## config.mk

```make
export PLATFORM = sky130hd
export DESIGN_NAME = mux4_rr_arbiter_flat
export DESIGN_NICKNAME = d
export VERILOG_FILES = /design/src/rtl/mux4_rr_arbiter_pkg.sv /design/src/rtl/mux4_rr_arbiter_if.sv /design/src/rtl/mux2_cell.sv /design/src/rtl/mux4_rr_arbiter_rr_pick4.sv /design/src/rtl/mux4_rr_arbiter.sv /design/src/flat_wrapper.sv
export SDC_FILE = /design/constraint.sdc
export NUM_CORES = 1
export LEC_CHECK = 0
export ABC_AREA = 1
export BUFFER_PORTS_ARGS = -buffer_cell sky130_fd_sc_hd__buf_2
export CELL_PAD_IN_SITES_DETAIL_PLACEMENT = 1
export CELL_PAD_IN_SITES_GLOBAL_PLACEMENT = 1
export CORE_MARGIN = 3
export CORE_UTILIZATION = 37
export DETAILED_ROUTE_END_ITERATION = 16
export HOLD_SLACK_MARGIN = 0.1
export MAX_ROUTING_LAYER = met4
export PLACE_DENSITY = 0.81
export SETUP_SLACK_MARGIN = 0.3
export SYNTH_ARGS = -nofsm -noshare
export SYNTH_HDL_FRONTEND = slang
export SYNTH_HIERARCHICAL = 1
export SYNTH_SLANG_ARGS = --single-unit
export TNS_END_PERCENT = 10
```

## constraint.sdc

```tcl
create_clock -name clk -period 3.1 [get_ports clk]
set_input_delay 0.31 -clock clk [delete_from_list [all_inputs] [get_ports clk]]
set_output_delay 0.31 -clock clk [all_outputs]
set_load 0.01 [all_outputs]
```

## src/rtl/mux4_rr_arbiter_pkg.sv

```systemverilog
// Shared constants, FSM state type and one-hot helper for the 4-way round-robin arbiter.
package mux4_rr_arbiter_pkg;

    localparam int N_REQ   = 4;
    localparam int SEL_W   = 2;
    localparam int BURST_W = 8;

    typedef enum logic {
        ST_IDLE,
        ST_GRANT
    } arb_state_t;

    function automatic logic [N_REQ-1:0] onehot(input logic [SEL_W-1:0] idx);
        logic [N_REQ-1:0] v;
        v      = '0;
        v[idx] = 1'b1;
        return v;
    endfunction

endpackage

```

## src/rtl/mux4_rr_arbiter_if.sv

```systemverilog
// Request/grant/data bundle between four serial sources and the arbiter.
interface mux4_rr_arbiter_if;
    import mux4_rr_arbiter_pkg::*;

    logic [N_REQ-1:0] req_i;
    logic [N_REQ-1:0] data_i;
    logic [N_REQ-1:0] gnt_o;
    logic [SEL_W-1:0] sel_o;
    logic             dout_o;
    logic             valid_o;
    logic             busy_o;

    modport master (
        output req_i, data_i,
        input  gnt_o, sel_o, dout_o, valid_o, busy_o
    );

    modport slave (
        input  req_i, data_i,
        output gnt_o, sel_o, dout_o, valid_o, busy_o
    );

endinterface

```

## src/rtl/mux2_cell.sv

```systemverilog
// Basic 2:1 mux cell: y = s ? b : a.
module mux2_cell (
    input  logic a,
    input  logic b,
    input  logic s,
    output logic y
);
    assign y = s ? b : a;
endmodule

```

## src/rtl/mux4_rr_arbiter_rr_pick4.sv

```systemverilog
// Combinational round-robin picker: first asserted request at or after start, with wrap,
// optionally skipping one index.
module rr_pick4
    import mux4_rr_arbiter_pkg::*;
(
    input  logic [N_REQ-1:0] req,
    input  logic [SEL_W-1:0] start,
    input  logic             exclude_en,
    input  logic [SEL_W-1:0] exclude_idx,
    output logic             found,
    output logic [SEL_W-1:0] idx
);
    logic [N_REQ-1:0] masked;
    logic [SEL_W-1:0] cand [N_REQ];

    genvar gi;
    generate
        for (gi = 0; gi < N_REQ; gi++) begin : g_cand
            assign cand[gi] = start + SEL_W'(gi);
        end
    endgenerate

    assign masked = req & ~(exclude_en ? onehot(exclude_idx) : '0);

    // Scan from the farthest candidate back so the nearest one to start wins.
    always_comb begin
        found = 1'b0;
        idx   = start;
        for (int k = N_REQ - 1; k >= 0; k--) begin
            if (masked[cand[k]]) begin
                found = 1'b1;
                idx   = cand[k];
            end
        end
    end
endmodule

```

## src/rtl/mux4_rr_arbiter.sv

```systemverilog
// Four-way round-robin arbiter muxing one serial data bit from the granted source.
// Define ARB_BURST_LIMIT_EN to cap an owner at MAX_BURST granted cycles while others wait.
module mux4_rr_arbiter
    import mux4_rr_arbiter_pkg::*;
#(
    parameter int MAX_BURST = 8
) (
    input  logic              clk,
    input  logic              rst,
    mux4_rr_arbiter_if.slave  bus
);
    arb_state_t       state_reg;
    logic [SEL_W-1:0] last_owner_reg;
    logic [N_REQ-1:0] gnt_reg;
    logic [SEL_W-1:0] sel_reg;
    logic             dout_reg;
    logic             valid_reg;

    logic             owner_req;
    logic             burst_hit;
    logic             pick_found;
    logic [SEL_W-1:0] pick_idx;
    logic             qual;
    logic [1:0]       mux_l1;
    logic             mux_bit;

    assign owner_req = bus.req_i[last_owner_reg];

`ifdef ARB_BURST_LIMIT_EN
    localparam logic [BURST_W-1:0] BURST_LAST = BURST_W'(MAX_BURST - 1);
    logic [BURST_W-1:0] burst_cnt_reg;
    logic               others_req;

    assign others_req = |(bus.req_i & ~onehot(last_owner_reg));
    assign burst_hit  = (state_reg == ST_GRANT) && owner_req && others_req
                        && (burst_cnt_reg >= BURST_LAST);
`else
    logic unused_cfg;
    assign unused_cfg = ^BURST_W'(MAX_BURST);
    assign burst_hit  = 1'b0;
`endif

    rr_pick4 u_pick (
        .req         (bus.req_i),
        .start       (last_owner_reg + SEL_W'(1)),
        .exclude_en  (burst_hit),
        .exclude_idx (last_owner_reg),
        .found       (pick_found),
        .idx         (pick_idx)
    );

    genvar gi;
    generate
        for (gi = 0; gi < 2; gi++) begin : g_mux_l1
            mux2_cell u_mux (
                .a (bus.data_i[2*gi]),
                .b (bus.data_i[2*gi+1]),
                .s (sel_reg[0]),
                .y (mux_l1[gi])
            );
        end
    endgenerate

    mux2_cell u_mux_l2 (
        .a (mux_l1[0]),
        .b (mux_l1[1]),
        .s (sel_reg[1]),
        .y (mux_bit)
    );

    // A bit is only forwarded while the current owner still asserts its request.
    assign qual = (|gnt_reg) && bus.req_i[sel_reg];

    always_ff @(posedge clk) begin
        if (rst) begin
            state_reg      <= ST_IDLE;
            last_owner_reg <= SEL_W'(N_REQ - 1);
            gnt_reg        <= '0;
            sel_reg        <= '0;
            dout_reg       <= 1'b0;
            valid_reg      <= 1'b0;
`ifdef ARB_BURST_LIMIT_EN
            burst_cnt_reg  <= '0;
`endif
        end else begin
            valid_reg <= qual;
            dout_reg  <= qual & mux_bit;
            if ((state_reg == ST_GRANT) && owner_req && !burst_hit) begin
`ifdef ARB_BURST_LIMIT_EN
                if (burst_cnt_reg < BURST_LAST) begin
                    burst_cnt_reg <= burst_cnt_reg + BURST_W'(1);
                end
`endif
            end else if (pick_found) begin
                state_reg      <= ST_GRANT;
                gnt_reg        <= onehot(pick_idx);
                sel_reg        <= pick_idx;
                last_owner_reg <= pick_idx;
`ifdef ARB_BURST_LIMIT_EN
                burst_cnt_reg  <= '0;
`endif
            end else begin
                state_reg <= ST_IDLE;
                gnt_reg   <= '0;
            end
        end
    end

    assign bus.gnt_o   = gnt_reg;
    assign bus.sel_o   = sel_reg;
    assign bus.dout_o  = dout_reg;
    assign bus.valid_o = valid_reg;
    assign bus.busy_o  = |gnt_reg;

endmodule
```

## src/flat_wrapper.sv

```systemverilog
// flat-port wrapper written by rule: the top's interface ports become plain ports
module mux4_rr_arbiter_flat import mux4_rr_arbiter_pkg::*;
#(
    parameter int MAX_BURST = 8
)
  (clk, rst, bus_req_i, bus_data_i, bus_gnt_o, bus_sel_o, bus_dout_o, bus_valid_o, bus_busy_o);
  mux4_rr_arbiter_if bus_i ();
  input  logic clk;
  input  logic rst;
  input wire logic [$bits(bus_i.req_i)-1:0] bus_req_i;
  input wire logic [$bits(bus_i.data_i)-1:0] bus_data_i;
  output wire logic [$bits(bus_i.gnt_o)-1:0] bus_gnt_o;
  output wire logic [$bits(bus_i.sel_o)-1:0] bus_sel_o;
  output wire logic [$bits(bus_i.dout_o)-1:0] bus_dout_o;
  output wire logic [$bits(bus_i.valid_o)-1:0] bus_valid_o;
  output wire logic [$bits(bus_i.busy_o)-1:0] bus_busy_o;
  assign bus_i.req_i = bus_req_i;
  assign bus_i.data_i = bus_data_i;
  assign bus_gnt_o = bus_i.gnt_o;
  assign bus_sel_o = bus_i.sel_o;
  assign bus_dout_o = bus_i.dout_o;
  assign bus_valid_o = bus_i.valid_o;
  assign bus_busy_o = bus_i.busy_o;
  mux4_rr_arbiter #(.MAX_BURST(MAX_BURST)) u_core (.clk(clk), .rst(rst), .bus(bus_i));
endmodule
```

* Word-level counts from Yosys, hierarchy flattened *
Index checks and enable logic that the tools add are counted.

storage, ports and cells
  register bits = 11

cells by class
  mux-type cells = 27
  add/subtract/negate cells = 4
  reductions and logical operators = 5
  magnitude comparators = 8
  bitwise logic cells = 2

operator list
  cell                   count
  $lt A2 B3 Y1 const B   7
  $mux W1                15
  $bmux W1 S2            6
  $mux W2                4
  $add A2 B1 Y2 const B  2
  $add A2 B2 Y2 const B  2
  $mux W4                1
  $reduce_or A4 Y1       1
  $logic_and A1 B1 Y1    3
  $demux W1 S2           1
  $ge A2 B1 Y1 const B   1
  $reduce_and A2 Y1      1
  $and A1 B1 Y1          1
  $not A1 Y1             1

* Logic depth before layout (Yosys ltp) *
  depth in word-level cells = 13
  gate-level depth with buffers = 16

* Cells and area by module *
Netlist, hierarchy kept.

modules (own cells, without submodules)
  module           sequential area each (µm²)  cells an instance  area an instance (µm²)  instances
  mux4_rr_arbiter  220.2                       72                 524.3                   1
  rr_pick4         0.0                         53                 251.5                   1
  mux2_cell        0.0                         4                  15.0                    3

* Worst setup path before layout *
OpenSTA, ideal clock, no wires.

  kind = flip-flop to flip-flop
  start = register u_core.last_owner_reg[0]
  end = register u_core.gnt_reg[2], in the netlist u_core/bus.gnt_o[2]
  cell stages (with the launch flop) = 11
  buffers on the path = 0
  slack = 1.201 ns
  required time = 3.029 ns
  arrival = 1.828 ns
  library setup time = 0.071 ns
  clock period less this slack = 1.899 ns
  cells stage by stage = dfxtp_1 -> xor2_1 -> xnor2_1 -> nand2_1 -> nand2_1 -> o21bai_1 -> a21boi_1 -> inv_1 -> nor3_1 -> nand2_1 -> a21oi_1

between the ends
  word-level cells in the longest chain between the ends = 13

ends and longest elaborated chain
  what                                                                RTL line                        RTL
  from (decl)                                                         mux4_rr_arbiter.sv:13           logic [SEL_W-1:0] last_owner_reg;
  from (signal assigned)                                              mux4_rr_arbiter.sv:77           last_owner_reg <= SEL_W'(N_REQ - 1);
  from (signal assigned)                                              mux4_rr_arbiter.sv:98           last_owner_reg <= pick_idx;
  $add A2 B1 Y2 (*)                                                   mux4_rr_arbiter.sv:45           .start (last_owner_reg + SEL_W'(1)),
  $add A2 B2 Y2                                                       mux4_rr_arbiter_rr_pick4.sv:19  assign cand[gi] = start + SEL_W'(gi);
  $bmux W1 S2                                                         mux4_rr_arbiter_rr_pick4.sv:30  if (masked[cand[k]]) begin
  $mux W1 (implied by the code)                                       mux4_rr_arbiter_rr_pick4.sv:30
  $mux W2 (3 in series)                                               mux4_rr_arbiter_rr_pick4.sv:30
  $mux W2 (*)                                                         mux4_rr_arbiter_rr_pick4.sv:30
  named net u_core.pick_idx[1]                                        mux4_rr_arbiter.sv:22           logic [SEL_W-1:0] pick_idx;
  $lt A2 B3 Y1 (implied by the code) or $ge A2 B1 Y1 (tied branches)  mux4_rr_arbiter_pkg.sv:16       v[idx] = 1'b1;
  $logic_and A1 B1 Y1 (implied by the code)                           mux4_rr_arbiter_pkg.sv:16
  $mux W1 (implied by the code)                                       mux4_rr_arbiter_pkg.sv:16
  $demux W1 S2 (*)                                                    -
  $mux W4 (*)                                                         mux4_rr_arbiter.sv:94           end else if (pick_found) begin
  to (signal assigned)                                                mux4_rr_arbiter.sv:96           gnt_reg <= onehot(pick_idx);
  to (decl)                                                           mux4_rr_arbiter.sv:14           logic [N_REQ-1:0] gnt_reg;

The timed path passes the listed nets; every way through them passes the cells marked *. The select of a mux whose other input is x is not followed.
A chain may end at the register's enable or synchronous reset.

* Worst setup path in the final report *
  start = register u_core.last_owner_reg[0]
  end = register u_core.gnt_reg[3], in the netlist u_core/bus.gnt_o[3]

The elaborated chain is that of the path after synthesis.

==> results.yml <==
status:
  status: "complete, no violations"
power_and_ir_drop:
  total_power_w: 0.00125
  p_seq_share_pct: 20.4
  intPower_w: 0.000556
  switching_share_pct: 55.6
  powerDensity_mw_per_mm2: 1300
  power_leakage_nw: 0.542
  power.switching_w: 0.000697
  max-vdd-ir-drop_mv: 0.653
  combPwrFrac_pct: 71.9
  pwr-share-clk_pct: 7.7
critical_path:
  crit_type: "flip-flop to flip-flop"
  cp_slowest_cell: "dfxtp_1"
  reg2regPathDepth: 10
  cp-start-kind: "flip-flop"
  crit_cells: 10
  required_ns: 3.30
  cp_max_fo: 9
  worst_path_most_repeated_cell: "nand2_1"
  crit_family: "XOR/XNOR gates"
  slowest_delay_ns: 0.52
  cp_num_buf_inv: 1
  critPathCaptureType: "flip-flop"
  crit_path_cell_trace: "xor2_1, xnor2_1, nand2_1, nand2_1, o21bai_1, a21boi_1, inv_1, nor3_1, nand2_1, a21oi_1"
  arrival_ns: 2.60
cts:
  cts_tree: "yes"
  clk_pin_slew_worst_paths_ns: 0.07
  ctsResizeCount: 0
  insertion_delay_ns: 0.27
  htreeDepth: 1
  cts_sinks: 11
  root_buffer: "clkbuf_4"
  ctsHoldBuffers: 0
  cts-buffers-inserted: 3
  clock_path_buffers: 2
  post_cts_buffers: 0
synthesis:
  synth_top_cell_by_area: "dfxtp_1"
  yosys_warnings: 6
  synth-xor-area-share_pct: 3.20
  synth_seq_cells: 11
  synthMuxAreaShare_pct: 0
  synth_top_family_by_area: "simple AND/OR/NAND/NOR gates"
  synthSimpleGateAreaFrac_pct: 48.2
  syn-mean-instance-area_um2: 5.99
  synthCells: 137
  synth_area_um2: 821
  ys_seq_area_share_pct: 26.8
  synthAdderAreaFrac_pct: 0
  synth_compound_area_share_pct: 10.4
  synth_top_area_share_pct: 26.8
  synth_cell_types: 22
  synth_area_leaders: "dfxtp_1, nand2_1, nand3_1, inv_1, a21oi_1"
sta:
  fin_crit_ns: 2.39
  rsz0062_at_grt: "no"
  fin_setup_tns_ns: 0
  hold_viol: 0
  fmax_ghz: 0.418
  setup_viol: 0
  fin_skew_ns: 0.000258
  slew_violations: 0
  fin_ws_ns: 0.708
  min_period_over_period_pct: 77.2
finish:
  regArea_um2: 220
  largest_reg_flops: 4
  multi_input_area_um2: 522
  insertedDiodeCount: 0
  drive_above_1_share_pct: 19.4
  final_area_um2: 967
  layout.nets: 171
  fin_util_pct: 47.8
  syn_to_final_growth_pct: 17.8
  n_fill_cell: 306
global_route:
  grt_overflow: 0
  antenna_found_initial: 0
  grt_pass1_vias: 846
  track_usage_pct: 17.9
  grt_pass1_wl_mm: 3.65
  grt_max_degree: 11
run:
  cap_viol_max_count: 0
die:
  die_y_um: 53.1
  rows: 16
  die_w_um: 53.1
  initial_core_util_pct: 40.6
  fp.coreArea_mm2: 0.00202
  dieArea_mm2: 0.00282
  pin_count: 19
min_path:
  hold_class: "input pin to flip-flop"
  min_path_cells: 2
detailed_routing:
  viasPerCell: 4.93
  drt_wl_total_mm: 2.27
  drtIter0Drc: 9
  ant_nets: 0
  via_count: 922
  wl_per_cell_um: 12.2
  drt-pass1-iter-count: 4
  drc: 0
placement:
  gp_congestion: 0.740
  hpwlAfterDp_mm: 1.83
  port_buffers: 18
  dpl-instance-area_um2: 941
  preCtsSetupSlack_ns: 0.699
metal layers:
| layer | global-route usage (%) | wire (um) | vias to the layer above | share of wire (%) |
|---|---|---|---|---|
| met3 | 2.54 | 48 | 2 | 2.1 |
| li1 | - | - | 476 | - |
| met2 | 30.2 | 1090 | 14 | 48 |
| met4 | 5.11 | 8 | 0 | 0.35 |
| met1 | 22.2 | 1120 | 430 | 49 |
| met5 | - | 0 | - | 0 |
synth_stat cells (all sizes together):
cell and number:
nor3 4, xor2 2, inv 20, o211ai 1, o21bai 1, o21ai 2
nand2 49, a21boi 1, nand3 26, buf 2, dfxtp 11, conb 1
a21oi 9, nor2 7, xnor2 1
metrics by stage:
step,hold WS [ns],std cells
after CTS,0.317,187
final,0.319,187
after global placement,0.487,183
after global routing,0.326,187
after detailed placement,0.492,183
after floorplan,0.517,140
cells by family (layout without fill, tap and decap cells):
family / Yosys count / in the layout
other: 1 / 4
AOI/OAI and AO/OA: 14 / 14
DFF: 11 / 11
and+or+nand+nor: 86 / 86
xor gates and xnor gates: 3 / 3
buffers and inverters: 22 / 42
worst paths after layout:
check | from | to | slack, ns
worst min register to register | u_core/bus.gnt_o[3] | u_core/bus.gnt_o[3] | 0.50
worst max-delay path | u_core/last_owner_reg[0] | u_core/bus.gnt_o[3] | 0.71
worst min-delay path | rst | u_core/bus.sel_o[0] | 0.32
worst max register to register | u_core/last_owner_reg[0] | u_core/bus.gnt_o[3] | 0.71
final cells by class:
type / count / share of cell area, %
Sequential cell: 11 / 22.8
Inverter: 20 / 7.76
Multi-Input combinational cell: 107 / 53.9
Clock buffer: 4 / 2.72
Tap cell: 27 / 3.49
Timing Repair Buffer: 18 / 9.31
worst register-to-register path, stage by stage, from the launching register on:
cell and delay [ns]:
dfxtp_1 0.52, xor2_1 0.43, xnor2_1 0.19, nand2_1 0.14
nand2_1 0.06, o21bai_1 0.14, a21boi_1 0.28, inv_1 0.10
nor3_1 0.26, nand2_1 0.09, a21oi_1 0.12
layout by cell type, fill, tap and decap left out:
master and count:
o21ai_0 1, nand2_1 45, a21boi_1 1, buf_2 18
nand2_2 1, nand3_2 2, o211ai_1 1, inv_1 18
xor2_1 2, xnor2_1 1, o21bai_1 1, inv_2 2
nand3_1 24, a21oi_1 8, nand2_4 3, a21oi_2 1
clkbuf_1 1, nor2_1 7, conb_1 4, nor3_1 4
o21ai_2 1, dfxtp_1 11, clkbuf_4 3
power groups by stage:
stage / combinational (W) / clock, W / sequential, W
after floorplan: 0.000693 / 0 / 0.000258
after global placement: 0.000855 / 0 / 0.000254
after detailed placement: 0.000896 / 0 / 0.000258
after CTS: 0.000905 / 0.000102 / 0.000255
after global routing: 0.00103 / 0.000110 / 0.000265
final: 0.000900 / 0.0000966 / 0.000256
Power figures use the tool's default switching activity.
